### config.mk
export PLATFORM = sky130hd
export DESIGN_NAME = reg_demux_wdt
export DESIGN_NICKNAME = d
export VERILOG_FILES = /design/src/rtl/reg_demux_wdt.sv
export SDC_FILE = /design/constraint.sdc
export NUM_CORES = 1
export LEC_CHECK = 0
export CORE_AREA = 2 2 228 230
export DETAILED_ROUTE_END_ITERATION = 12
export DIE_AREA = 0 0 230 232
export PLACE_DENSITY = 0.56
export RECOVER_POWER = 100
export SYNTH_ARGS = -nofsm -noshare
export SYNTH_HDL_FRONTEND = slang
export SYNTH_SLANG_ARGS = --single-unit
### constraint.sdc
create_clock -name clk_i -period 3.6 [get_ports clk_i]
set_clock_uncertainty 0.1 [all_clocks]
set_input_delay 0.72 -clock clk_i [delete_from_list [all_inputs] [get_ports clk_i]]
set_output_delay 0.72 -clock clk_i [all_outputs]
set_load 0.005 [all_outputs]
### src/rtl/reg_demux_wdt.sv
// reg_demux_wdt
//   Fans one register-bus master out to NumPorts register targets. It decodes
//   the address against per-port [start, end) rules, with an optional default
//   route. Requests that miss (DECERR) get an error response. Each access is
//   guarded by a watchdog. A target that does not answer within TimeoutCycles
//   is aborted with an error response and quarantined. A quarantined target
//   refuses new accesses until software clears it.
//
// Ports
//   clk_i, rst_ni            clock, asynchronous active-low reset
//   in_*                     upstream request (addr/write/wdata/wstrb/valid)
//                            and response (rdata/error/ready strobe)
//   out_addr/write/wdata/wstrb_o
//                            registered request, broadcast to all targets
//   out_valid_o              one-hot request valid towards the selected target
//   out_rdata/error/ready_i  per-target responses
//   rule_start_i, rule_end_i per-port decode window, port p in slice p
//   en_default_i, default_idx_i
//                            default route for decode misses
//   clear_quarantine_i       per-port level clear of the quarantine flag
//   quarantine_o             sticky per-port quarantine flags
//   timeout_o, timeout_idx_o abort pulse and index of the last aborted port
module reg_demux_wdt #(
  parameter int NumPorts      = 4,
  parameter int AddrWidth     = 32,
  parameter int DataWidth     = 32,
  parameter int TimeoutCycles = 256,
  parameter int IdxWidth      = (NumPorts > 1) ? $clog2(NumPorts) : 1
) (
  input  logic                            clk_i,
  input  logic                            rst_ni,
  input  logic [AddrWidth-1:0]            in_addr_i,
  input  logic                            in_write_i,
  input  logic [DataWidth-1:0]            in_wdata_i,
  input  logic [DataWidth/8-1:0]          in_wstrb_i,
  input  logic                            in_valid_i,
  output logic [DataWidth-1:0]            in_rdata_o,
  output logic                            in_error_o,
  output logic                            in_ready_o,
  output logic [AddrWidth-1:0]            out_addr_o,
  output logic                            out_write_o,
  output logic [DataWidth-1:0]            out_wdata_o,
  output logic [DataWidth/8-1:0]          out_wstrb_o,
  output logic [NumPorts-1:0]             out_valid_o,
  input  logic [NumPorts*DataWidth-1:0]   out_rdata_i,
  input  logic [NumPorts-1:0]             out_error_i,
  input  logic [NumPorts-1:0]             out_ready_i,
  input  logic [NumPorts*AddrWidth-1:0]   rule_start_i,
  input  logic [NumPorts*AddrWidth-1:0]   rule_end_i,
  input  logic                            en_default_i,
  input  logic [IdxWidth-1:0]             default_idx_i,
  input  logic [NumPorts-1:0]             clear_quarantine_i,
  output logic [NumPorts-1:0]             quarantine_o,
  output logic                            timeout_o,
  output logic [IdxWidth-1:0]             timeout_idx_o
);

  localparam int StrbWidth = DataWidth / 8;
  localparam int CntWidth  = (TimeoutCycles > 1) ? $clog2(TimeoutCycles) : 1;
  localparam logic [CntWidth-1:0] CntMax =
    (TimeoutCycles > 0) ? CntWidth'(TimeoutCycles - 1) : '0;

  typedef enum logic [1:0] {IDLE, ACCESS, RESP} state_e;

  state_e                 state_q, state_d;
  logic [AddrWidth-1:0]   addr_q, addr_d;
  logic                   write_q, write_d;
  logic [DataWidth-1:0]   wdata_q, wdata_d;
  logic [StrbWidth-1:0]   wstrb_q, wstrb_d;
  logic [IdxWidth-1:0]    sel_q, sel_d;
  logic [DataWidth-1:0]   rdata_q, rdata_d;
  logic                   error_q, error_d;
  logic [CntWidth-1:0]    cnt_q, cnt_d;
  logic [NumPorts-1:0]    quar_q, quar_d;
  logic                   timeout_q, timeout_d;
  logic [IdxWidth-1:0]    tidx_q, tidx_d;

  // Address decode
  logic                   dec_hit;
  logic [IdxWidth-1:0]    dec_sel;
  logic                   dflt_ok;
  logic                   dec_ok;
  logic [IdxWidth-1:0]    tgt;
  logic                   tgt_quar;

  always_comb begin
    dec_hit = 1'b0;
    dec_sel = '0;
    // Walk downwards so the lowest matching index is the one that sticks.
    for (int p = NumPorts - 1; p >= 0; p--) begin
      if ((in_addr_i >= rule_start_i[p*AddrWidth +: AddrWidth]) &&
          (in_addr_i <  rule_end_i[p*AddrWidth +: AddrWidth])) begin
        dec_hit = 1'b1;
        dec_sel = IdxWidth'(p);
      end
    end
    // An out-of-range default index is treated as a decode error.
    dflt_ok  = ({{(32-IdxWidth){1'b0}}, default_idx_i} < 32'(NumPorts));
    dec_ok   = dec_hit | (en_default_i & dflt_ok);
    tgt      = dec_hit ? dec_sel : default_idx_i;
    tgt_quar = 1'b0;
    for (int p = 0; p < NumPorts; p++) begin
      if (tgt == IdxWidth'(p)) tgt_quar = quar_q[p];
    end
  end

  // Selected-target view of the downstream response
  logic [NumPorts-1:0]    sel_onehot;
  logic                   sel_ready;
  logic                   sel_error;
  logic [DataWidth-1:0]   sel_rdata;

  always_comb begin
    sel_onehot = '0;
    sel_ready  = 1'b0;
    sel_error  = 1'b0;
    sel_rdata  = '0;
    for (int p = 0; p < NumPorts; p++) begin
      if (sel_q == IdxWidth'(p)) begin
        sel_onehot[p] = 1'b1;
        sel_ready     = out_ready_i[p];
        sel_error     = out_error_i[p];
        sel_rdata     = out_rdata_i[p*DataWidth +: DataWidth];
      end
    end
  end

  // Transaction FSM, watchdog and quarantine
  always_comb begin
    state_d   = state_q;
    addr_d    = addr_q;
    write_d   = write_q;
    wdata_d   = wdata_q;
    wstrb_d   = wstrb_q;
    sel_d     = sel_q;
    rdata_d   = rdata_q;
    error_d   = error_q;
    cnt_d     = cnt_q;
    quar_d    = quar_q;
    timeout_d = 1'b0;
    tidx_d    = tidx_q;

    unique case (state_q)
      IDLE: begin
        if (in_valid_i) begin
          addr_d  = in_addr_i;
          write_d = in_write_i;
          wdata_d = in_wdata_i;
          wstrb_d = in_wstrb_i;
          sel_d   = tgt;
          cnt_d   = '0;
          if (dec_ok && !tgt_quar) begin
            state_d = ACCESS;
          end else begin
            state_d = RESP;
            rdata_d = '0;
            error_d = 1'b1;
          end
        end
      end
      ACCESS: begin
        // A ready in the final watchdog cycle still completes normally.
        if (sel_ready) begin
          rdata_d = sel_rdata;
          error_d = sel_error;
          state_d = RESP;
        end else if ((TimeoutCycles != 0) && (cnt_q == CntMax)) begin
          quar_d    = quar_q | sel_onehot;
          timeout_d = 1'b1;
          tidx_d    = sel_q;
          rdata_d   = '0;
          error_d   = 1'b1;
          state_d   = RESP;
        end else if (TimeoutCycles != 0) begin
          cnt_d = cnt_q + CntWidth'(1);
        end
      end
      RESP: begin
        // Any in_valid_i seen here belongs to the transaction being answered.
        state_d = IDLE;
        cnt_d   = '0;
      end
      default: state_d = IDLE;
    endcase

    // Software clear wins over a same-cycle abort of that port.
    quar_d = quar_d & ~clear_quarantine_i;
  end

  always_ff @(posedge clk_i or negedge rst_ni) begin
    if (!rst_ni) begin
      state_q   <= IDLE;
      addr_q    <= '0;
      write_q   <= 1'b0;
      wdata_q   <= '0;
      wstrb_q   <= '0;
      sel_q     <= '0;
      rdata_q   <= '0;
      error_q   <= 1'b0;
      cnt_q     <= '0;
      quar_q    <= '0;
      timeout_q <= 1'b0;
      tidx_q    <= '0;
    end else begin
      state_q   <= state_d;
      addr_q    <= addr_d;
      write_q   <= write_d;
      wdata_q   <= wdata_d;
      wstrb_q   <= wstrb_d;
      sel_q     <= sel_d;
      rdata_q   <= rdata_d;
      error_q   <= error_d;
      cnt_q     <= cnt_d;
      quar_q    <= quar_d;
      timeout_q <= timeout_d;
      tidx_q    <= tidx_d;
    end
  end

  // Outputs are decoded from state so an asynchronous reset drops them at once.
  assign out_addr_o    = addr_q;
  assign out_write_o   = write_q;
  assign out_wdata_o   = wdata_q;
  assign out_wstrb_o   = wstrb_q;
  assign out_valid_o   = (state_q == ACCESS) ? sel_onehot : '0;
  assign in_ready_o    = (state_q == RESP);
  assign in_rdata_o    = (state_q == RESP) ? rdata_q : '0;
  assign in_error_o    = (state_q == RESP) ? error_q : 1'b0;
  assign quarantine_o  = quar_q;
  assign timeout_o     = timeout_q;
  assign timeout_idx_o = tidx_q;

endmodule

==> results of run 1 <==
==> power groups by stage <==
stage                     sequential (mW)  combinational, mW  clock [mW]
after global routing                 2.38               5.88        2.04
after CTS                            2.31               5.15        1.98
after detailed placement             2.33               4.94           0
final                                2.31               5.39        1.93
after global placement               2.30               4.88           0
after floorplan                      2.26               2.37           0
==> path summary, 6_finish.rpt <==
check                                     startpoint                          end  cells past startpoint
setup / recovery                    rule_start_i[27]       rdata_q[3]$_DFFE_PN0P_                     16
hold / removal             out_addr_o[7]$_DFFE_PN0P_    out_addr_o[7]$_DFFE_PN0P_                      2
setup reg to reg              state_q[0]$_DFFE_PN0P_       rdata_q[7]$_DFFE_PN0P_                     10
hold reg to reg            out_addr_o[7]$_DFFE_PN0P_    out_addr_o[7]$_DFFE_PN0P_                      2
max in group asynchronous                     rst_ni       state_q[0]$_DFFE_PN0P_                      1
min in group asynchronous                     rst_ni  out_wdata_o[19]$_DFFE_PN0P_                      1
==> registers in the layout, summed over array words and instances, names as in the netlist <==
signal,count
cnt_q,8
error_q,1
out_addr_o,32
out_wdata_o,32
out_write_o,1
out_wstrb_o,4
quarantine_o,4
rdata_q,32
sel_q,2
state_q,2
timeout_idx_o,2
timeout_o,1
==> tightest hold or removal path: cells and delay by family, from the launching register on <==
family	cells	cell delay (ns)
flip-flops	1	0.34
AND/OR/NAND/NOR	2	0.10
==> per-layer routing <==
metal  part of all wire (%)  global-route usage (%)  vias up  routed length, microns
met3                    6.8                    5.91      112                    4120
met1                     39                    23.7     6775                   23500
met4                    3.3                    7.70       20                    2000
met2                     51                    39.6      473                   31100
li1                       -                       -     6870                       -
met5                   0.22                       0        -                     132
==> cell families (layout without fill, tap and decap cells) <==
logic type,Yosys count,count (layout),share of synthesized area [%]
simple gates,526,526,19.1
buf+inv,334,1117,10.0
compound gates,266,266,15.8
fa+ha+maj,253,253,24.8
flops,121,121,23.8
mux,37,37,6.28
xor+xnor,4,4,0.275
other cells,0,12,0
==> cells in the final DEF (no fill, tap or decap), types with 6 or more instances in the layout <==
cell type,netlist,routed
clkdlybuf4s50_1,0,468
nand2_1,296,289
inv_1,288,221
buf_4,0,171
ha_1,253,168
dfrtp_1,121,118
ha_4,0,80
inv_2,0,64
a21oi_1,79,61
dlymetal6s2s_1,0,57
nand3_1,53,51
nor2_1,49,47
nand4_1,36,36
and2_1,37,34
mux4_2,34,34
buf_6,3,34
o21ai_0,50,33
dlygate4sd2_1,0,25
o311ai_2,28,23
clkbuf_16,0,20
a21o_1,19,19
a21oi_2,0,17
clkbuf_2,0,14
diode_2,0,12
o21ai_1,0,12
clkdlybuf4s15_1,0,11
a31oi_1,12,9
o211ai_1,8,8
o311ai_4,1,8
nor2b_1,9,7
nand2b_1,7,6
a221oi_2,0,6
nand2_2,0,6
buf_2,0,6
==> synth_stat cells, types with 6 or more instances <==
cell type and count:
a21oi_1 79, nand2b_1 7, o311ai_2 28, inv_1 288, a211oi_1 11, o21ai_0 50
nor2b_1 9, a31oi_1 12, mux4_2 34, a221oi_1 7, a21o_1 19, nor2_1 49
and4_1 8, o211ai_1 8, a2111oi_0 6, ha_1 253, clkbuf_1 39, nand3_1 53
nand2_1 296, nand4_1 36, and2_1 37, dfrtp_1 121
==> stage by stage <==
step / instances / total power, mW / TNS (ns) / util [%]
after CTS: 2972 / 9.44 / -6.91 / 43.6
after floorplan: 1541 / 4.63 / -1.60 / -
after global placement: 2912 / 7.18 / -40.79 / 40.3
final: 3016 / 9.64 / -5.71 / 46.4
after detailed placement: 2912 / 7.27 / -43.42 / 40.3
after global routing: 3012 / 10.3 / -8.67 / 46.3
==> layout make-up <==
cell class	instances	area share (%)
Clock inverter	13	0.934
Clock buffer	18	1.86
Multi-Input combinational cell	1086	43.2
Antenna cell	12	0.127
Inverter	288	4.69
Timing Repair Buffer	798	32.8
Sequential cell	121	12.9
Tap cell	680	3.61
==> what timing repair did <==
item	CTS	global route
hold endpoints to repair	0	0
gates resized for setup	225	293
cloned	2	3
setup endpoints to repair	36	35
pin swaps	52	82
setup buffers	30	33
==> impl_metrics.toml, run 1 <==
[run_status]
status = "finished with violations"
violations = "max-capacitance violations, max-slew violations, negative setup slack"

[floorplan]
die_area_sq_um = 53400
ioPinCount = 585
die_w_microns = 230
start_util_pct = 25.0
core-area_sq_um = 50900
fp-row-count = 83
die_h_microns = 232

[pwr]
p_per_area_nw_per_um2 = 409
total_leakage_power_nw = 11.3
p_comb_share_pct = 56.0
p_seq_share_pct = 24.0
p_switching_mw = 3.58
vdd_drop_max_uv = 307
p_int_mw = 6.06
pwr-share-clk_pct = 20.0
p_sw_share_pct = 37.2

[grt]
grt_pass1_wl_mm = 87.6
grt_overflow = 0
grt_max_degree = 112
grt_antenna_before_repair = 22
grt_pass1_vias = 15000
grt_use_total_pct = 21.6

[setup_path]
critical_path_class = "input port to flop"
path_buf_inv = 6
cp_top_family = "compound AO/OA/AOI/OAI gates"
critical_path.max_stage_delay_ns = 0.46
timing.critical_path.cells = "clkdlybuf4s50_1 -> inv_1 -> ha_1 -> a21oi_1 -> o21ai_0 -> a221oi_2 -> o22ai_1 -> a21o_1 -> buf_4 -> a22oi_2 -> buf_4 -> o31ai_4 -> nor3b_4 -> buf_12 -> clkbuf_16 -> o311ai_2"
start_kind = "input port"
crit_fanout = 8
cpMaxStageDelayCell = "clkdlybuf4s50_1"
reg2reg_setup_slack_ns = 0.54
crit_required_ns = 3.77
crit_top_cell = "buf_4"
end_kind = "flop"
cp.arrival_ns = 3.99

[placed_design]
placedInstanceArea_sq_um = 20500
place_ws_ns = -1.32
portBuffers = 584
place.gp.congestion = 0.934
hpwlAfterDp_mm = 49.3

[logic_synthesis]
yosysTopAreaCellShare_pct = 24.8
ys_seq_area_share_pct = 23.8
syn-num-nets = 2265
synthTopCellsByArea = "ha_1 (25%), dfrtp_1 (24%), nand2_1 (8.7%)"
ys_async_sr_fraction_pct = 100
yosys_warnings = 0
mappedNetlistArea_sq_um = 12700
synth_cells = 1541
yosys_most_used_dff = "dfrtp_1"
synth_enable_flop_cells = 0
ys_types = 66
syn_avg_cell_area_sq_um = 8.27
synth_area_leader_cell = "ha_1"
synth-seq-cells = 121

[cts]
hold_buffers = 0
max-clock-path-buffers = 2
cts_root_buffer = "clkbuf_16"
clk_pin_slew_ns = 0.06
clock_latency_ns = 0.43
cts.htree.levels = 4
cts_tree = "done"
cts_buffers = 17
cts.sinks = 121

[sta]
setup_slack_ns = -0.223
period_minus_slack_ns = 3.82
drv_slew = 112
final-hold-violation-count = 0
period_share_pct = 106
slew_headroom_pct = -75.2
worst_slew_pin_slew_ns = 2.63
grt_setup_unrepaired = "yes"
holdWs_ns = 0.371
fmax_mhz = 262
setup-violations-final = 34

[drt]
detail_route.wl_per_cell_microns = 20.2
first_pass_iters = 5
drc_errors = 0
wirelength_mm = 60.9
drt-initial-drc-count = 574
vias = 14300
vias_per_cell = 4.72
drtAntennaViolNets = 0

[cells_and_area]
area_growth_pct = 85.1
multi_input_area_sq_um = 10200
fin_nets = 3036
final_cell_area_sq_um = 23600
final-seq-area_sq_um = 3030
drive_gt1_share_pct = 25.3
nFillCells = 4854

[hold_path]
hp-class = "flop to flop"

[job]
max_cap_violations = 1
Note: power is estimated with default switching activity, not from simulation.
==> run 2, diff against run 1 <==
Settings changed: CORE_AREA 2 2 228 230 to 4 4 224 226, DIE_AREA 0 0 230 232 to 0 0 228 230, PLACE_DENSITY 0.56 to 0.58.
Clock period 3.6 ns to 4.1 ns, I/O delays scaled along.
==> run 2 against run 1 <==
Net effect:
- utilization shrank 0.70 points
- the run ends with max-capacitance violations, max-slew violations left
- largest power group unchanged
- first-iteration DRC count shrank 7.7%
- die area shrank 1.7%
- cell area shrank 6.4%
==> impl_metrics.toml, run 2 (synthesis gave the netlist of run 1 again) <==
[sta]
setup_slack_ns = 0.102
final-hold-violation-count = 0
slew_headroom_pct = -79.3
fmax_mhz = 250
period_minus_slack_ns = 4.00
period_share_pct = 97.5
worst_slew_pin_slew_ns = 2.69
drv_slew = 104
setup-violations-final = 0

[hold_path]
hold_start = "out_wdata_o[21]$_DFFE_PN0P_"
hold_depth = 2
hp-class = "flop to flop"
holdPathEnd = "out_wdata_o[21]$_DFFE_PN0P_"

[run_status]
violations = "max-capacitance violations, max-slew violations"
status = "finished with violations"

[drt]
met3_length_mm = 3.15
detail_route.wl_per_cell_microns = 19.6
maxUsedRoutingLayer = "met5"
drc_errors = 0
vias = 13900
wl_met2_mm = 28.6
vias_per_cell = 4.76
first_pass_iters = 5
wirelength_mm = 57.1
drt-initial-drc-count = 530
wl_met1_mm = 24.2
drtAntennaViolNets = 0

[cells_and_area]
final-seq-area_sq_um = 3030
drive_gt1_share_pct = 18.2
multi_input_area_sq_um = 9250
layout_common_cells = "clkdlybuf4s50_1 (431), nand2_1 (292), inv_1 (266)"
area_growth_pct = 73.2
final_common_cell = "clkdlybuf4s50_1"
fin_nets = 3000
nFillCells = 4742

[pwr]
total_leakage_power_nw = 10.9
power_mw = 7.94
p_per_area_nw_per_um2 = 360
vdd_drop_max_uv = 271

[grt]
grt_pass1_wl_mm = 85.3
grt_antenna_before_repair = 7
grt_use_total_pct = 20.8
grt_overflow = 0
grt_max_degree = 104
grt_pass1_vias = 14700

[setup_path]
critical_path.max_stage_delay_ns = 0.46
path_buf_inv = 5
reg2reg_to = "rdata_q[8]$_DFFE_PN0P_"
crit_fanout = 8
cp_top_family = "compound AO/OA/AOI/OAI gates"
timing.critical_path.cells = "clkdlybuf4s50_1 -> inv_1 -> ha_1 -> nand4_1 -> nor2_2 -> nand4_1 -> a31o_4 -> a211o_4 -> buf_6 -> and4b_2 -> o221ai_4 -> o31ai_2 -> nor3b_4 -> buf_6 -> buf_12 -> o311ai_4"
critical_path_class = "input port to flop"
crit_required_ns = 4.28
reg2reg_setup_slack_ns = 0.30
rr_worst_depth = 9
worstReg2RegStart = "state_q[0]$_DFFE_PN0P_"
critPathLaunch = "rule_start_i[89]"
cp.arrival_ns = 4.18
cpMaxStageDelayCell = "clkdlybuf4s50_1"
end_kind = "flop"
start_kind = "input port"

[placed_design]
place_ws_ns = -1.30
place.gp.congestion = 0.886
hpwlAfterDp_mm = 48.2
portBuffers = 584

[cts]
cts.sinks = 121
clk_pin_slew_ns = 0.06
cts_tree = "done"
cts.htree.levels = 4
cts_root_buffer = "clkbuf_16"
clock_latency_ns = 0.43
max-clock-path-buffers = 2
cts_buffers = 17

[job]
max_cap_violations = 1

[floorplan]
start_util_pct = 26.4
die_w_microns = 228
core-area_sq_um = 48300
die_h_microns = 230
fp-row-count = 81
die_area_sq_um = 52400
ioPinCount = 585
[run 2: cell count changes in the layout (fill, tap and decap cells not counted), sizes merged, moves of 2 or more]
cell           delta
clkinvlp          +2
diode             -6
clkbuf            +4
dlygate4sd3      +87
dlymetal6s2s     -29
buf              -44
dlygate4sd2       -8
clkdlybuf4s15     -8
clkdlybuf4s50    -37
[run 2: worst max path at each step]
stage | to | slack [ns] | depth (start not counted)
6_report | rdata_q[26]$_DFFE_PN0P_ | 0.10 | 16
2_1_floorplan | rdata_q[12]$_DFFE_PN0P_ | 0.21 | 13
5_1_grt | rdata_q[15]$_DFFE_PN0P_ | -0.02 | 15
4_1_cts | rdata_q[31]$_DFFE_PN0P_ | 0.00007 | 17
3_3_place_gp | rdata_q[28]$_DFFE_PN0P_ | -1.25 | 15
3_5_place_dp | rdata_q[4]$_DFFE_PN0P_ | -1.30 | 14
[run 2: worst reg2reg max path, cell delays in order (launching register included)]
cell,delay [ns]
dfrtp_2,0.49
nor2b_1,0.61
clkbuf_1,1.08
nand2b_1,0.20
nor2b_1,0.16
buf_4,0.16
or2_2,0.32
buf_4,0.34
nand2_1,0.15
o311ai_4,0.08
[run 2: area by class of cell]
class / instances / area share, %
antenna: 6 / 0.0680
clock buffer: 19 / 2.01
clock inverter: 13 / 0.879
inverter: 288 / 4.90
multi-input combinational: 1086 / 41.9
sequential: 121 / 13.7
tap: 622 / 3.53
timing repair buffer: 762 / 33.0
[run 2: power breakdown]
part           internal [mW]  total (mW)  switching [mW]
Sequential              1.70        2.05           0.349
Combinational           2.20        4.26            2.06
Clock                   1.04        1.64           0.602
[run 2: what timing repair did]
| item | CTS | global route |
|---|---|---|
| cloned | 1 | 0 |
| buffers inserted | 14 | 16 |
| hold buffers | 0 | 0 |
| setup endpoints to repair | 35 | 34 |
| resized for setup | 124 | 158 |
| pin swaps | 35 | 65 |
[run 2: layer usage]
layer | vias to the layer above | GRT usage, %
li1 | 6801 | -
met1 | 6596 | 25.4
met2 | 438 | 37.3
met3 | 52 | 4.44
met4 | 2 | 5.30
met5 | - | 0
[run 2: metrics by stage]
step	utilization [%]	hold slack [ns]	setup TNS, ns	instances	cell area [sq um]
2_1_floorplan	-	0.370	0	1541	12700
3_3_place_gp	42.2	0.359	-42.28	2850	20400
3_5_place_dp	42.2	0.362	-43.83	2850	20400
4_1_cts	44.5	0.377	0	2896	21500
5_1_grt	45.7	0.389	-0.0547	2917	22100
6_report	45.7	0.366	0	2917	22100
==> run 3, diff against run 2 <==
Settings changed: PLACE_DENSITY 0.58 to default, PLACE_DENSITY_LB_ADDON from default to 0.2.
==> run 3 against run 2 <==
Net effect:
- the flow still finishes with violations (max-capacitance violations, max-slew violations)
- global-route usage increased by 0.55 points
- final cell count increased by 0.27%
- maximum frequency decreased by 0.84%
- die area unchanged
- first-iteration DRC count increased by 15%
- non-clock buffer count increased by 10
- wire length increased by 2.4%
- setup slack got worse by 0.034 ns
- critical path type unchanged
- critical endpoint is now rdata_q[6]$_DFFE_PN0P_
- largest cell class unchanged
==> impl_metrics.toml, run 3 (synthesis gave the netlist of run 1 again) <==
[drt]
detail_route.wl_per_cell_microns = 20.0
vias = 14000
first_pass_iters = 5
wirelength_mm = 58.5
drtAntennaViolNets = 0
drc_errors = 0
vias_per_cell = 4.79
drt-initial-drc-count = 612

[sta]
holdWs_ns = 0.363
fmax_mhz = 248
period_share_pct = 98.3
period_minus_slack_ns = 4.03
setup-violations-final = 0
worst_slew_pin_slew_ns = 2.40
drv_slew = 94
final-hold-violation-count = 0
slew_headroom_pct = -60.1

[cells_and_area]
nFillCells = 4836
fin_util_pct = 45.9
area_growth_pct = 74.3
final_cell_area_sq_um = 22200
multi_input_area_sq_um = 9210
final-seq-area_sq_um = 3030
fin_nets = 3010
layout_common_cells = "clkdlybuf4s50_1 (444), nand2_1 (293), inv_1 (277)"
final_common_cell = "clkdlybuf4s50_1"
drive_gt1_share_pct = 16.9

[cts]
max-clock-path-buffers = 2
cts_buffers = 17
cts.htree.levels = 4
cts.sinks = 121
hold_buffers = 0
clk_pin_slew_ns = 0.06
clock_latency_ns = 0.43
cts_tree = "done"
cts_root_buffer = "clkbuf_16"

[placed_design]
place.gp.congestion = 0.927
hpwlAfterDp_mm = 48.9
placedInstanceArea_sq_um = 20400
portBuffers = 584

[run_status]
violations = "max-capacitance violations, max-slew violations"
status = "finished with violations"

[pwr]
p_per_area_nw_per_um2 = 358
total_leakage_power_nw = 11.0
vdd_drop_max_uv = 379

[job]
max_cap_violations = 1

[setup_path]
critical_path_class = "input port to flop"
crit_fanout = 8
end_kind = "flop"
cp.arrival_ns = 4.25
start_kind = "input port"
crit_required_ns = 4.32
critPathLaunch = "rule_start_i[87]"
worstReg2RegStart = "sel_q[0]$_DFFE_PN0P_"
rr_worst_depth = 8

[floorplan]
ioPinCount = 585
start_util_pct = 26.4
die_area_sq_um = 52400
die_h_microns = 230
die_w_microns = 228
fp-row-count = 81
core-area_sq_um = 48300

[grt]
grt_pass1_wl_mm = 86.5
grt_use_total_pct = 21.4
grt_pass1_vias = 14700
grt_max_degree = 94
grt_antenna_before_repair = 10
grt_overflow = 0

[hold_path]
hp-class = "flop to flop"
hold_start = "out_addr_o[16]$_DFFE_PN0P_"
hold_depth = 2
==> run 3: area by class of cell <==
type | count | area share [%]
timing repair buffer | 772 | 33.8
tap | 622 | 3.50
multi-input combinational | 1086 | 41.5
clock buffer | 20 | 2.01
sequential | 121 | 13.6
antenna | 5 | 0.0563
clock inverter | 11 | 0.659
inverter | 288 | 4.87
==> run 3: worst paths after layout <==
kind | slack [ns] | to
max in group asynchronous | 1.10 | out_addr_o[23]$_DFFE_PN0P_
min reg2reg | 0.36 | out_addr_o[16]$_DFFE_PN0P_
min in group asynchronous | 1.02 | out_wdata_o[5]$_DFFE_PN0P_
max reg2reg | 1.16 | rdata_q[6]$_DFFE_PN0P_
max | 0.07 | rdata_q[6]$_DFFE_PN0P_
min | 0.36 | out_addr_o[16]$_DFFE_PN0P_
==> run 3: power by group <==
| part | total (mW) | switching [mW] | internal (mW) |
|---|---|---|---|
| registers | 2.02 | 0.325 | 1.70 |
| clock network | 1.54 | 0.567 | 0.968 |
| logic | 4.40 | 2.12 | 2.28 |
| total | 7.95 | 3.01 | 4.94 |
==> run 3: stage by stage <==
stage / TNS, ns / power (mW) / instances / setup slack, ns
after detailed placement: -21.91 / 6.36 / 2860 / -0.728
after global placement: -20.97 / 6.28 / 2860 / -0.680
after global routing: -0.0324 / 8.56 / 2921 / -0.0324
final: 0 / 7.95 / 2925 / 0.0679
after CTS: -0.0564 / 8.05 / 2900 / -0.0151
after floorplan: 0 / 4.06 / 1541 / 0.213
==> run 3: layer usage <==
| metal | vias to the layer above | global-route usage [%] | wire length [microns] |
|---|---|---|---|
| li1 | 6818 | - | - |
| met2 | 455 | 37.6 | 28500 |
| met5 | - | 0 | 73 |
| met4 | 10 | 6.81 | 1840 |
| met3 | 91 | 5.50 | 3690 |
| met1 | 6633 | 25.5 | 24400 |
==> run 3: critical path: stages <==
cell and delay, ns:
clkdlybuf4s50_1 0.50, inv_1 0.06, ha_1 0.28, and4_1 0.19, a221o_1 0.39, a2111oi_4 0.38
a211o_4 0.22, a32oi_4 0.15, o21a_4 0.27, nor4_4 0.33, nor3b_4 0.09, buf_6 0.15
buf_16 0.15, o311ai_4 0.27
==> run 3: what timing repair did <==
| item | in CTS | in global routing |
|---|---|---|
| setup endpoints to repair | 34 | 34 |
| gates resized for setup | 55 | 149 |
| pin swaps | 13 | 48 |
| setup buffers | 6 | 18 |
| gates cloned | 3 | 3 |
